**config.mk**
```make
export PLATFORM = sky130hd
export DESIGN_NAME = fetch_unit
export DESIGN_NICKNAME = d
export VERILOG_FILES = /design/src/rtl/fetch_unit.sv
export SDC_FILE = /design/constraint.sdc
export NUM_CORES = 1
export LEC_CHECK = 0
export BUFFER_PORTS_ARGS = -buffer_cell sky130_fd_sc_hd__buf_2
export CELL_PAD_IN_SITES_DETAIL_PLACEMENT = 1
export CELL_PAD_IN_SITES_GLOBAL_PLACEMENT = 1
export CORE_ASPECT_RATIO = 1.5
export CORE_MARGIN = 1
export CORE_UTILIZATION = 40
export DETAILED_ROUTE_END_ITERATION = 12
export HOLD_SLACK_MARGIN = 0.02
export PLACE_DENSITY_LB_ADDON = 0.1
export SYNTH_ARGS = -nofsm -noshare
export SYNTH_HDL_FRONTEND = slang
export SYNTH_SLANG_ARGS = --single-unit
```
**constraint.sdc**
```tcl
create_clock -name clk -period 4.4 [get_ports clk]
set_input_delay 0.22 -clock clk [delete_from_list [all_inputs] [get_ports clk]]
set_output_delay 0.22 -clock clk [all_outputs]
set_load 0.01 [all_outputs]
```
**src/rtl/fetch_unit.sv**
```systemverilog
// fetch_unit: single-clock instruction-fetch stage for the multi-cycle RV32I core.
// Holds the PC, runs a ready-based read handshake with instruction memory,
// captures the returned word and presents it to decode until acknowledged.
// Redirects during an in-flight read cause that read's data to be dropped.
// A misaligned redirect target parks the unit in FAULT until reset.
module fetch_unit #(
  parameter int              XLEN     = 32,
  parameter logic [XLEN-1:0] RESET_PC = '0,
  parameter int              INC      = 4
) (
  input  logic            clk,
  input  logic            reset_n,
  output logic            mem_req_o,
  output logic [XLEN-1:0] mem_addr_o,
  input  logic            mem_ready_i,
  input  logic [31:0]     mem_rdata_i,
  output logic [31:0]     insn_o,
  output logic [XLEN-1:0] pc_o,
  output logic [XLEN-1:0] pc_inc_o,
  output logic            insn_valid_o,
  input  logic            insn_ack_i,
  input  logic            redirect_i,
  input  logic [XLEN-1:0] redirect_pc_i,
  input  logic            halt_i,
  output logic            fault_o
);

  localparam logic [XLEN-1:0] INC_W = XLEN'(INC);

  typedef enum logic [1:0] {
    S_FETCH = 2'd0,
    S_ISSUE = 2'd1,
    S_FAULT = 2'd2
  } state_t;

  state_t          state_q, state_d;
  logic [XLEN-1:0] pc_q, pc_d;
  logic [XLEN-1:0] addr_q, addr_d;
  logic [31:0]     insn_q, insn_d;
  logic            discard_q, discard_d;
  logic            out_q, out_d;
  logic            run_q, run_d;
  logic            misaligned;

  // Control state and architectural registers, cleared asynchronously
  always_ff @(posedge clk or negedge reset_n) begin
    if (!reset_n) begin
      state_q   <= S_FETCH;
      pc_q      <= RESET_PC;
      insn_q    <= '0;
      discard_q <= 1'b0;
      out_q     <= 1'b0;
      run_q     <= 1'b0;
    end else begin
      state_q   <= state_d;
      pc_q      <= pc_d;
      insn_q    <= insn_d;
      discard_q <= discard_d;
      out_q     <= out_d;
      run_q     <= run_d;
    end
  end

  // Address of the outstanding read; only meaningful while out_q is set
  always_ff @(posedge clk) begin
    addr_q <= addr_d;
  end

  // Next-state and register updates
  always_comb begin
    state_d    = state_q;
    pc_d       = pc_q;
    insn_d     = insn_q;
    discard_d  = discard_q;
    out_d      = out_q;
    addr_d     = addr_q;
    run_d      = 1'b1;
    misaligned = (redirect_pc_i[1:0] != 2'b00);
    case (state_q)
      S_FETCH: begin
        // A freshly issued request freezes its address so a redirect cannot move it
        if (mem_req_o && !out_q) begin
          addr_d = pc_q;
        end
        if (redirect_i) begin
          pc_d = redirect_pc_i;
          if (misaligned) begin
            state_d   = S_FAULT;
            out_d     = 1'b0;
            discard_d = 1'b0;
          end else if (mem_req_o && !mem_ready_i) begin
            out_d     = 1'b1;
            discard_d = 1'b1;
          end else if (mem_req_o) begin
            // Data returning alongside the redirect belongs to the old path
            out_d     = 1'b0;
            discard_d = 1'b0;
          end
        end else if (mem_req_o && mem_ready_i) begin
          out_d = 1'b0;
          if (discard_q) begin
            discard_d = 1'b0;
          end else begin
            insn_d  = mem_rdata_i;
            state_d = S_ISSUE;
          end
        end else if (mem_req_o) begin
          out_d = 1'b1;
        end
      end
      S_ISSUE: begin
        if (insn_ack_i) begin
          if (redirect_i) begin
            pc_d    = redirect_pc_i;
            state_d = misaligned ? S_FAULT : S_FETCH;
          end else begin
            pc_d    = pc_q + INC_W;
            state_d = S_FETCH;
          end
        end
      end
      default: begin
      end
    endcase
  end

  // Outputs; a started request is held until ready regardless of halt_i
  always_comb begin
    mem_req_o    = (state_q == S_FETCH) && run_q && (out_q || !halt_i);
    mem_addr_o   = out_q ? addr_q : pc_q;
    insn_o       = insn_q;
    pc_o         = pc_q;
    pc_inc_o     = pc_q + INC_W;
    insn_valid_o = (state_q == S_ISSUE);
    fault_o      = (state_q == S_FAULT);
  end

endmodule

```
Word-level counts from Yosys, hierarchy flattened

Index checks and enable logic that the tools add are counted.

Flip-flop bits (word level): 101
Input bits: 70
Output and inout bits: 131
Word-level logic and storage cells: 59

Add/sub/neg operators: 1
Equality and inequality tests: 8
Mux-type cells: 21
Bitwise gates (word level): 2
Reduce and logical (&&, ||, !) cells: 20

Operator list:

| operator                                                                 | number |
|---|---|
| 32-bit 2-to-1 mux                                                        | 4 |
| 32-bit one-hot mux with 2 select lines                                   | 1 |
| 32-bit by 3-bit adder with 32-bit output (second input constant)         | 1 |
| 2-bit 2-to-1 mux                                                         | 7 |
| 3-bit inequality test (second input constant)                            | 3 |
| 3-bit AND reduction                                                      | 3 |
| 1-bit 2-to-1 mux                                                         | 8 |
| 2-bit nonzero test                                                       | 3 |
| 1-bit logical AND                                                        | 5 |
| 5-bit AND reduction                                                      | 1 |
| 4-bit by 2-bit inequality test with 1-bit output (second input constant) | 1 |
| 2-bit one-hot mux with 2 select lines                                    | 1 |
| 4-bit AND reduction                                                      | 1 |
| 1-bit zero test                                                          | 3 |
| 3-bit nonzero test                                                       | 1 |
| 2-bit by 1-bit equality test with 1-bit output (second input constant)   | 1 |
| 2-bit equality test (second input constant)                              | 1 |
| 2-bit zero test                                                          | 1 |
| 2-bit by 1-bit inequality test with 1-bit output (second input constant) | 1 |
| 2-bit inequality test (second input constant)                            | 1 |
| 1-bit NOT                                                                | 2 |
| 2-bit AND reduction                                                      | 1 |
| 1-bit logical OR                                                         | 1 |

Logic depth before layout (Yosys ltp)

Gate-level depths: netlist of run 1.

Word-level depth: 7
Depth in mapped cells: 7
Depth with buffers taken out: 6

Least setup slack after synthesis of run 1

Ideal clock, no wire load.

Kind: register to register
Start point: register state_q[1]
End point: register addr_q[0], enable pin
Setup time: 0.425 ns
Arrival time: 2.503 ns
Data required time: 3.975 ns
Setup slack: 1.472 ns
Cell stages (with the launch flop): 6
Buffers on the path: 2
Clock period less this slack: 2.928 ns
Cell sequence: dfrtp_1 -> clkbuf_1 -> nor2_1 -> and3_1 -> clkbuf_1 -> nor2b_1

Cells in the longest elaborated chain, start to end: 5

Ends and longest elaborated chain:

| what                           | RTL line | source |
|---|---|---|
| from (decl)                    | 36       | `state_t state_q, state_d;` |
| from (signal assigned)         | 55       | `state_q <= state_d;` |
| 2-bit zero test                | 129      | `mem_req_o = (state_q == S_FETCH) && run_q && (out_q \|\| !halt_i);` |
| 1-bit logical AND (2 in a row) | 129      |  |
| net mem_req_o                  | 13       | `output logic mem_req_o,` |
| 1-bit logical AND              | 82       | `if (mem_req_o && !out_q) begin` |
| 2-bit AND reduction (no line)  | -        |  |
| to (signal assigned)           | 66       | `addr_q <= addr_d;` |
| to (decl)                      | 38       | `logic [XLEN-1:0] addr_q, addr_d;` |

The timed path passes the listed nets, and every way through them passes these cells.
A chain may end at the register's enable or synchronous reset.

Worst setup path in the final report of run 1

Start point: register pc_q[10] (netlist: pc_o[10])
End point: output port pc_inc_o[31]

Cells in the longest elaborated chain, start to end: 1

Ends and longest elaborated chain:

| what                                     | RTL line | source |
|---|---|---|
| from (decl)                              | 37       | `logic [XLEN-1:0] pc_q, pc_d;` |
| from (signal assigned)                   | 56       | `pc_q <= pc_d;` |
| 32-bit by 3-bit adder with 32-bit output | 133      | `pc_inc_o = pc_q + INC_W;` |
| to (decl)                                | 19       | `output logic [XLEN-1:0] pc_inc_o,` |

Every way passes these cells.

==> results of run 1 <==
[kinds of logic (layout without fill, tap and decap cells)]
| family | count (synthesis) | count (layout) | share of synthesized area |
|---|---|---|---|
| simple gates | 143 | 143 | 0.1573 |
| xor+xnor | 28 | 28 | 0.04686 |
| fa+ha+maj | 1 | 1 | 0.002390 |
| other cells | 1 | 1 | 0.0007165 |
| mux | 66 | 66 | 0.1413 |
| flops | 101 | 101 | 0.5135 |
| buf+inv | 38 | 224 | 0.04064 |
| compound gates | 81 | 81 | 0.09730 |
[final cells by class]
class	instances	share of cell area
Inverter	5	0.002838
Clock buffer	11	0.03841
Sequential cell	101	0.4066
Clock inverter	5	0.01230
Multi-Input combinational cell	320	0.3552
Timing Repair Buffer	203	0.1552
Tap cell	156	0.02952
[Yosys cell counts (all sizes together) (5+ instances only)]
master	count
o22ai	8
xnor2	20
nand3	22
buf	14
edfxtp	32
mux2	63
nor2	23
a21oi	24
dfrtp	69
clkbuf	19
o21ai	20
nand4	17
nand2	36
nor3	8
and3	14
a2bb2oi	10
inv	5
xor2	8
[flip-flops by register name (all words and copies together) (netlist names)]
name       cells
discard_q      1
pc_o          32
addr_q        32
state_q        2
insn_o        32
out_q          1
run_q          1
[power by group]
group	internal [mW]	switching (mW)	total (mW)	leakage, nW
Sequential	1.11	0.243	1.36	1.15
Clock	0.535	0.355	0.890	0.161
Combinational	0.331	0.388	0.719	1.77
Total	1.98	0.985	2.96	3.08
[routing by layer]
layer,up-vias,wire length [µm],GRT usage
met1,2162,5682,0.2606
met4,0,251,0.07227
met3,22,1020,0.05983
met2,148,8068,0.4120
met5,-,0,0
li1,2036,-,-
[worst max-delay path by stage]
| stage | start | to | slack (ns) |
|---|---|---|---|
| floorplan | state_q[1] | addr_q[0] | 1.47 |
| global placement | out_q | addr_q[16] | 1.77 |
| detailed placement | out_q | addr_q[16] | 1.68 |
| CTS | pc_o[10] | pc_inc_o[31] | 1.51 |
| global route | pc_o[10] | pc_inc_o[31] | 1.21 |
| finish | pc_o[10] | pc_inc_o[31] | 1.48 |
[stage by stage]
step	power, mW	cell area (µm²)	hold slack, ns	util
global placement	2.075	6277	0.4159	0.4967
CTS	2.999	6613	0.05457	0.5233
floorplan	1.746	5234	-0.07559	-
detailed placement	2.104	6277	0.4299	0.4967
global route	3.119	6613	0.08952	0.5233
finish	2.964	6613	0.01120	0.5233
==> results.py, run 1 <==
metrics = {
    "setup_path": {
        "r2r-end": "addr_q[11]",
        "r2r_slack_ns": 1.75,
        "ff2ff_path_depth": 3,
        "cp.arrival_ns": 2.70,
        "cpMostUsedCell": "nor2_1",
        "critical_path_class": "reg2out",
        "cp_top_family": "simple AND/OR/NAND/NOR gates",
        "worst_setup_path_start_kind": "register",
        "cp.required_ns": 4.18,
        "cp_slowest_cell": "nor2_1",
        "worst_setup_path_end_kind": "output pin",
        "crit_chain": "nand4_2 > nor2_1 > nand4_1 > nor2_1 > xor2_1 > buf_2",
        "cp_num_buf_inv": 1,
        "reg2reg_from": "out_q",
        "cp_max_fo": 13,
        "cpPeakStageDelay_ns": 0.70,
        "cp_num_cells": 6,
    },
    "layout": {
        "fillers": 1422,
        "num_antenna_cells": 0,
        "multi_input_area_mm2": 0.002349,
        "layout.nets": 711,
        "mostFrequentLayoutCell": "buf_2",
        "most-common-layout-cells": "199 x buf_2, 68 x dfrtp_1, 63 x mux2_2",
        "drive_gt1_frac": 0.4636,
        "layout.area.seq_mm2": 0.002689,
        "area_delta_synth_final_pct": 26.34,
        "instances_no_fill": 801,
    },
    "routing": {
        "drtIter0Drc": 139,
        "route.detailed.wl_per_inst_um": 18.76,
        "ant_nets": 0,
        "firstDrtPassIters": 4,
        "drc": 0,
        "wirelength_um": 15020,
        "vias_per_cell": 5.453,
        "via_count": 4368,
    },
    "synthesis": {
        "synthFlopType": "dfrtp_1",
        "syn_avg_cell_area_um2": 11.40,
        "synth-seq-area-share": 0.5135,
        "async_flop_share": 0.6832,
        "synth.cell_area_mm2": 0.005234,
        "syn_inst": 459,
        "yosysTopAreaCellShare": 0.3299,
        "yosysTopAreaCell": "dfrtp_1",
        "ys_ff_latch": 101,
        "synth_nets": 530,
        "ys_types": 52,
        "synth_edf_count": 32,
        "yosysWarningCount": 0,
        "synth.area.top_cells": "dfrtp_1 33%, edfxtp_1 18%, mux2_2 14%",
    },
    "place": {
        "hpwl_um": 10610,
        "dp_slack_ns": 1.682,
        "port_buffers": 200,
        "dp.cells": 785,
        "place.gp.congestion": 0.7742,
    },
    "timing": {
        "finalCriticalPeriod_ns": 2.925,
        "skew_ns": 0.007761,
        "timing.final.crit_share": 0.6647,
        "setup_viol": 0,
        "hold_viol": 0,
        "tightest_slew_ns": 1.056,
        "max_freq_mhz": 341.9,
        "tns_ns": 0,
        "slew_viol_final": 0,
        "grt_setup_unrepaired": "false",
        "relSlewSlack": 0.2962,
        "setup_ws_ns": 1.475,
    },
    "floorplanning": {
        "rows": 50,
        "start_util": 0.4142,
        "die_y_um": 142.1,
        "ios": 201,
        "core_mm2": 0.01264,
        "die_w_um": 95.40,
        "dieArea_mm2": 0.01356,
    },
    "job": {
        "drv_cap": 0,
    },
    "clock_tree": {
        "cts_resized": 0,
        "cts.path.max_buffers": 2,
        "numCtsBuffers": 9,
        "cts_tree": "yes",
        "clock_latency_ns": 0.34,
        "cts.clk_slew.worst_paths_ns": 0.07,
        "cts.htree.levels": 3,
        "cts_num_sinks": 101,
        "postCtsSetupBuffers": 0,
        "holdBufCountCts": 0,
        "root_buffer": "clkbuf_16",
    },
    "global_routing": {
        "antenna_found_initial": 0,
        "grt_overflow": 0,
        "grt_pass1_wl_um": 23690,
        "grt_util_all_layers": 0.2295,
        "first_global_vias": 4609,
        "grt_max_degree": 70,
    },
    "pwr": {
        "p_leak_nw": 3.076,
        "power.density_mw_per_mm2": 448.3,
        "max-vdd-ir-drop_v": 0.0001848,
    },
    "run_status": {
        "status": "finished, final reports clean",
    },
    "worst_hold_path": {
        "hold_path.class": "in2async",
    },
}
Power figures use the tool's default switching activity.
==> run 2: changes to the inputs <==
--- a/config.mk
+++ b/config.mk
@@ -10,7 +10,7 @@
 export CELL_PAD_IN_SITES_GLOBAL_PLACEMENT = 1
 export CORE_ASPECT_RATIO = 1.5
 export CORE_MARGIN = 1
-export CORE_UTILIZATION = 40
+export CORE_UTILIZATION = 37
 export DETAILED_ROUTE_END_ITERATION = 12
 export HOLD_SLACK_MARGIN = 0.02
 export PLACE_DENSITY_LB_ADDON = 0.1
==> constraint.sdc (replaced) <==
create_clock -name clk -period 2.96 [get_ports clk]
set_input_delay 0.148 -clock clk [delete_from_list [all_inputs] [get_ports clk]]
set_output_delay 0.148 -clock clk [all_outputs]
set_load 0.01 [all_outputs]
==> results.py, run 2 (synthesis results as in run 1) <==
metrics = {
    "setup_path": {
        "worst_setup_path_end_kind": "output pin",
        "critical_path_class": "reg2out",
        "r2r_slack_ns": 0.79,
        "cp.required_ns": 2.81,
        "worst_setup_path_start_kind": "register",
        "ff2ff_path_depth": 6,
        "cp_max_fo": 8,
        "cp.arrival_ns": 2.33,
    },
    "timing": {
        "hold_viol": 0,
        "max_freq_mhz": 403.8,
        "relSlewSlack": 0.3634,
        "grt_setup_unrepaired": "false",
        "tns_ns": 0,
        "tightest_slew_ns": 0.9549,
        "skew_ns": 0.009333,
        "slew_viol_final": 0,
        "setup_viol": 0,
        "timing.final.crit_share": 0.8366,
        "finalCriticalPeriod_ns": 2.476,
    },
    "place": {
        "port_buffers": 200,
        "place.gp.congestion": 0.7452,
        "dp.cells": 798,
        "hpwl_um": 11380,
    },
    "pwr": {
        "max-vdd-ir-drop_v": 0.0002827,
        "p_leak_nw": 3.085,
        "power.density_mw_per_mm2": 636.3,
    },
    "global_routing": {
        "grt_pass1_wl_um": 24630,
        "grt_overflow": 0,
        "first_global_vias": 4633,
        "antenna_found_initial": 0,
        "grt_util_all_layers": 0.2172,
        "grt_max_degree": 70,
    },
    "layout": {
        "finish.utilization": 0.4862,
        "num_antenna_cells": 0,
        "mostFrequentLayoutCell": "buf_2",
        "area_delta_synth_final_pct": 26.92,
        "instances_no_fill": 815,
        "layout.nets": 719,
        "most-common-layout-cells": "199 x buf_2, 68 x dfrtp_1, 63 x mux2_2",
        "drive_gt1_frac": 0.4671,
    },
    "floorplanning": {
        "die_w_um": 99.11,
        "dieArea_mm2": 0.01464,
        "start_util": 0.3831,
        "die_y_um": 147.7,
        "ios": 201,
        "rows": 52,
        "core_mm2": 0.01366,
    },
    "clock_tree": {
        "cts.htree.levels": 3,
        "cts.clk_slew.worst_paths_ns": 0.07,
        "cts_tree": "yes",
        "cts_resized": 0,
        "clock_latency_ns": 0.34,
        "root_buffer": "clkbuf_16",
        "numCtsBuffers": 9,
        "cts.path.max_buffers": 2,
        "cts_num_sinks": 101,
    },
    "routing": {
        "vias_per_cell": 5.393,
        "route.detailed.wl_per_inst_um": 19.17,
        "wirelength_um": 15630,
        "ant_nets": 0,
        "drtIter0Drc": 183,
        "firstDrtPassIters": 4,
        "via_count": 4395,
        "drc": 0,
    },
    "worst_hold_path": {
        "hold_path.class": "in2reg",
        "hold_depth": 2,
    },
    "job": {
        "drv_cap": 0,
    },
    "run_status": {
        "status": "finished, final reports clean",
    },
}
[run 2: cell count changes in the layout (fill, tap and decap cells not counted), sizes merged]
| cell | change |
|---|---|
| buf | +7 |
| bufinv | -2 |
| clkinv | +2 |
| clkinvlp | +1 |
| dlygate4sd3 | +1 |
| inv | -1 |
[run 2: power by group]
part	total [mW]	switching [mW]	internal [mW]
Clock	1.12	0.542	0.574
Combinational	1.09	0.587	0.499
Sequential	2.03	0.372	1.65
Total	4.23	1.50	2.73
[run 2: routing by layer]
metal | routed length (µm) | vias to the layer above | global-route usage
met5 | 0 | - | 0
met4 | 157 | 0 | 0.05662
met3 | 945 | 12 | 0.04870
met2 | 8387 | 152 | 0.4056
met1 | 6135 | 2179 | 0.2474
li1 | - | 2052 | -
[run 2: area by class of cell]
| cell class | instances | area [µm²] |
|---|---|---|
| Fill cell | 1547 | 7020 |
| Sequential cell | 101 | 2689 |
| Multi-Input combinational cell | 320 | 2349 |
| Timing Repair Buffer | 211 | 1114 |
| Clock buffer | 11 | 232.7 |
| Tap cell | 162 | 202.7 |
| Clock inverter | 5 | 37.54 |
| Inverter | 5 | 18.77 |
[run 2: repair_timing]
item,CTS,global route
setup endpoints to repair,0,0
buffers inserted,0,0
endpoints found under the hold margin,69,0
hold buffers,1,0
[run 2: metrics by stage]
step | hold slack, ns | setup WS [ns] | power [mW] | area (µm²)
floorplan | -0.1476 | 0.03229 | 2.596 | 5234
global placement | 0.3560 | 0.9076 | 3.118 | 6362
detailed placement | 0.3577 | 0.7995 | 3.158 | 6362
CTS | 0.02547 | 0.4534 | 4.276 | 6643
global route | 0.02880 | 0.3347 | 4.450 | 6643
finish | 0.03547 | 0.4838 | 4.227 | 6643
[run 2: final timing paths]
path	start	end
setup reg to reg	pc_o[3]	pc_o[24]
setup / recovery	pc_o[3]	pc_inc_o[24]
max in group asynchronous	reset_n	out_q
hold / removal	mem_rdata_i[14]	insn_o[14]
hold reg to reg	insn_o[6]	insn_o[6]
min in group asynchronous	reset_n	pc_o[6]
[run 2: critical path: stages, from the launching register on]
cell and delay [ns]:
dfrtp_1 0.48, ha_1 0.32, nand2_1 0.16, nor3_4 0.32, nand3_1 0.21, xnor2_1 0.31
buf_2 0.19
==> run 3: changes to the inputs <==
--- a/config.mk
+++ b/config.mk
@@ -10,7 +10,7 @@
 export CELL_PAD_IN_SITES_GLOBAL_PLACEMENT = 1
 export CORE_ASPECT_RATIO = 1.5
 export CORE_MARGIN = 1
-export CORE_UTILIZATION = 37
+export CORE_UTILIZATION = 34
 export DETAILED_ROUTE_END_ITERATION = 12
 export HOLD_SLACK_MARGIN = 0.02
 export PLACE_DENSITY_LB_ADDON = 0.1
==> constraint.sdc (replaced) <==
create_clock -name clk -period 2 [get_ports clk]
set_input_delay 0.1 -clock clk [delete_from_list [all_inputs] [get_ports clk]]
set_output_delay 0.1 -clock clk [all_outputs]
set_load 0.01 [all_outputs]
==> results.py, run 3 (synthesis results as in run 1) <==
metrics = {
    "setup_path": {
        "cp_max_fo": 6,
        "ff2ff_path_depth": 7,
        "worst_setup_path_start_kind": "register",
        "worst_setup_path_end_kind": "output pin",
        "r2r_slack_ns": 0.09,
        "r2r-end": "pc_o[31]",
        "cp.arrival_ns": 1.94,
        "cp.required_ns": 1.90,
        "reg2reg_from": "pc_o[2]",
        "critical_path_class": "reg2out",
        "startpoint": "pc_o[16]",
    },
    "routing": {
        "wirelength_um": 17140,
        "via_count": 4785,
        "drtIter0Drc": 87,
        "drc": 0,
        "vias_per_cell": 5.069,
        "ant_nets": 0,
        "firstDrtPassIters": 4,
        "route.detailed.wl_per_inst_um": 18.15,
    },
    "clock_tree": {
        "root_buffer": "clkbuf_16",
        "cts_num_sinks": 101,
        "cts.htree.levels": 3,
        "cts.clk_slew.worst_paths_ns": 0.08,
        "numCtsBuffers": 9,
        "cts_tree": "yes",
        "cts.path.max_buffers": 2,
        "clock_latency_ns": 0.35,
    },
    "global_routing": {
        "antenna_found_initial": 1,
        "met1_usage": 0.2499,
        "grt_overflow": 0,
        "grtUsageMet2": 0.4216,
        "met3_usage": 0.03955,
        "first_global_vias": 5189,
        "grt_util_all_layers": 0.2241,
        "grt_pass1_wl_um": 27260,
        "grt_max_degree": 70,
        "top_usage_layer": "met2",
    },
    "worst_hold_path": {
        "hp-start": "redirect_pc_i[2]",
        "hold_end": "pc_o[2]",
        "hold_path.class": "in2reg",
        "hold_depth": 3,
    },
    "pwr": {
        "power.density_mw_per_mm2": 913.3,
        "p_leak_nw": 3.585,
        "max-vdd-ir-drop_v": 0.0004149,
        "fin_total_pwr_mw": 7.044,
    },
    "timing": {
        "tightest_slew_ns": 0.6421,
        "max_freq_mhz": 490.5,
        "grt_setup_unrepaired": "true",
        "skew_ns": 0.01573,
        "hold_viol": 0,
        "relSlewSlack": 0.5719,
        "timing.final.crit_share": 1.019,
        "setup_ws_ns": -0.03881,
        "finalCriticalPeriod_ns": 2.039,
        "tns_ns": -0.04085,
        "slew_viol_final": 0,
        "setup_viol": 2,
    },
    "place": {
        "dp.cells": 871,
        "port_buffers": 200,
        "dp_slack_ns": 0.1277,
        "hpwl_um": 12040,
        "place.gp.congestion": 0.8099,
    },
    "floorplanning": {
        "ios": 201,
        "start_util": 0.3473,
        "die_y_um": 154.0,
        "dieArea_mm2": 0.01590,
        "core_mm2": 0.01507,
        "die_w_um": 103.3,
        "rows": 55,
    },
    "run_status": {
        "violations": "negative setup slack",
        "status": "complete, but fails checks",
    },
    "layout": {
        "most-common-layout-cells": "199 x buf_2, 68 x dfrtp_1, 63 x mux2_2",
        "mostFrequentLayoutCell": "buf_2",
        "fillers": 1697,
        "finish.utilization": 0.5117,
        "drive_gt1_frac": 0.5114,
        "area_delta_synth_final_pct": 47.36,
        "layout.nets": 811,
        "instances_no_fill": 944,
        "num_antenna_cells": 0,
    },
    "job": {
        "drv_cap": 0,
    },
}
[run 3: cell count changes in the layout (fill, tap and decap cells not counted), sizes merged]
cell	change
clkinv	-2
clkbuf	+1
bufinv	+1
clkinvlp	-1
dlygate4sd3	+34
inv	+1
buf	+58
[run 3: cell type report]
cell class	instances	area, µm²	share of cell area
multi-input combinational	320	2496	0.3237
timing repair buffer	303	1948	0.2526
inverter	5	18.77	0.002433
clock inverter	4	55.05	0.007138
tap	199	249.0	0.03228
clock buffer	12	256.5	0.03326
sequential	101	2689	0.3486
[run 3: how the worst max path moves through the flow]
stage	cells past startpoint	slack, ns	end
after floorplan	5	0.009	addr_q[0]
after global placement	4	0.22	pc_o[22]
after detailed placement	5	0.13	insn_o[21]
after CTS	6	-0.03	pc_inc_o[29]
after global routing	6	-0.12	pc_inc_o[27]
final	6	-0.04	pc_inc_o[27]
[run 3: metal layers]
metal,part of all wire,wire length (µm)
met5,0.00058,10
met4,0.014,245
met3,0.041,703
met2,0.54,9322
met1,0.40,6854
[run 3: report_power, final]
group	total [mW]	switching [mW]	internal, mW
registers	2.71	0.261	2.45
clock network	1.88	0.827	1.05
logic	2.46	1.33	1.12
total	7.04	2.42	4.62
[run 3: worst max-delay path, stage by stage (launching register included)]
cell	delay [ns]
dfrtp_1	0.41
nand4_4	0.18
nor4_4	0.23
buf_4	0.18
nand4_1	0.18
xnor2_2	0.25
buf_2	0.16
[run 3: stage by stage]
stage / cell area [µm²] / hold WS (ns)
floorplan: 5241 / -0.1956
global placement: 6709 / 0.1496
detailed placement: 6709 / 0.1500
CTS: 7530 / 0.02145
global route: 7712 / 0.03399
finish: 7712 / 0.02240
[run 3: repair_timing]
item	in CTS	in global routing
cloned	0	0
resized for setup	18	17
setup endpoints to repair	23	37
hold endpoints to repair	103	0
pin swaps	13	16
setup buffers	10	12
hold buffers	35	0
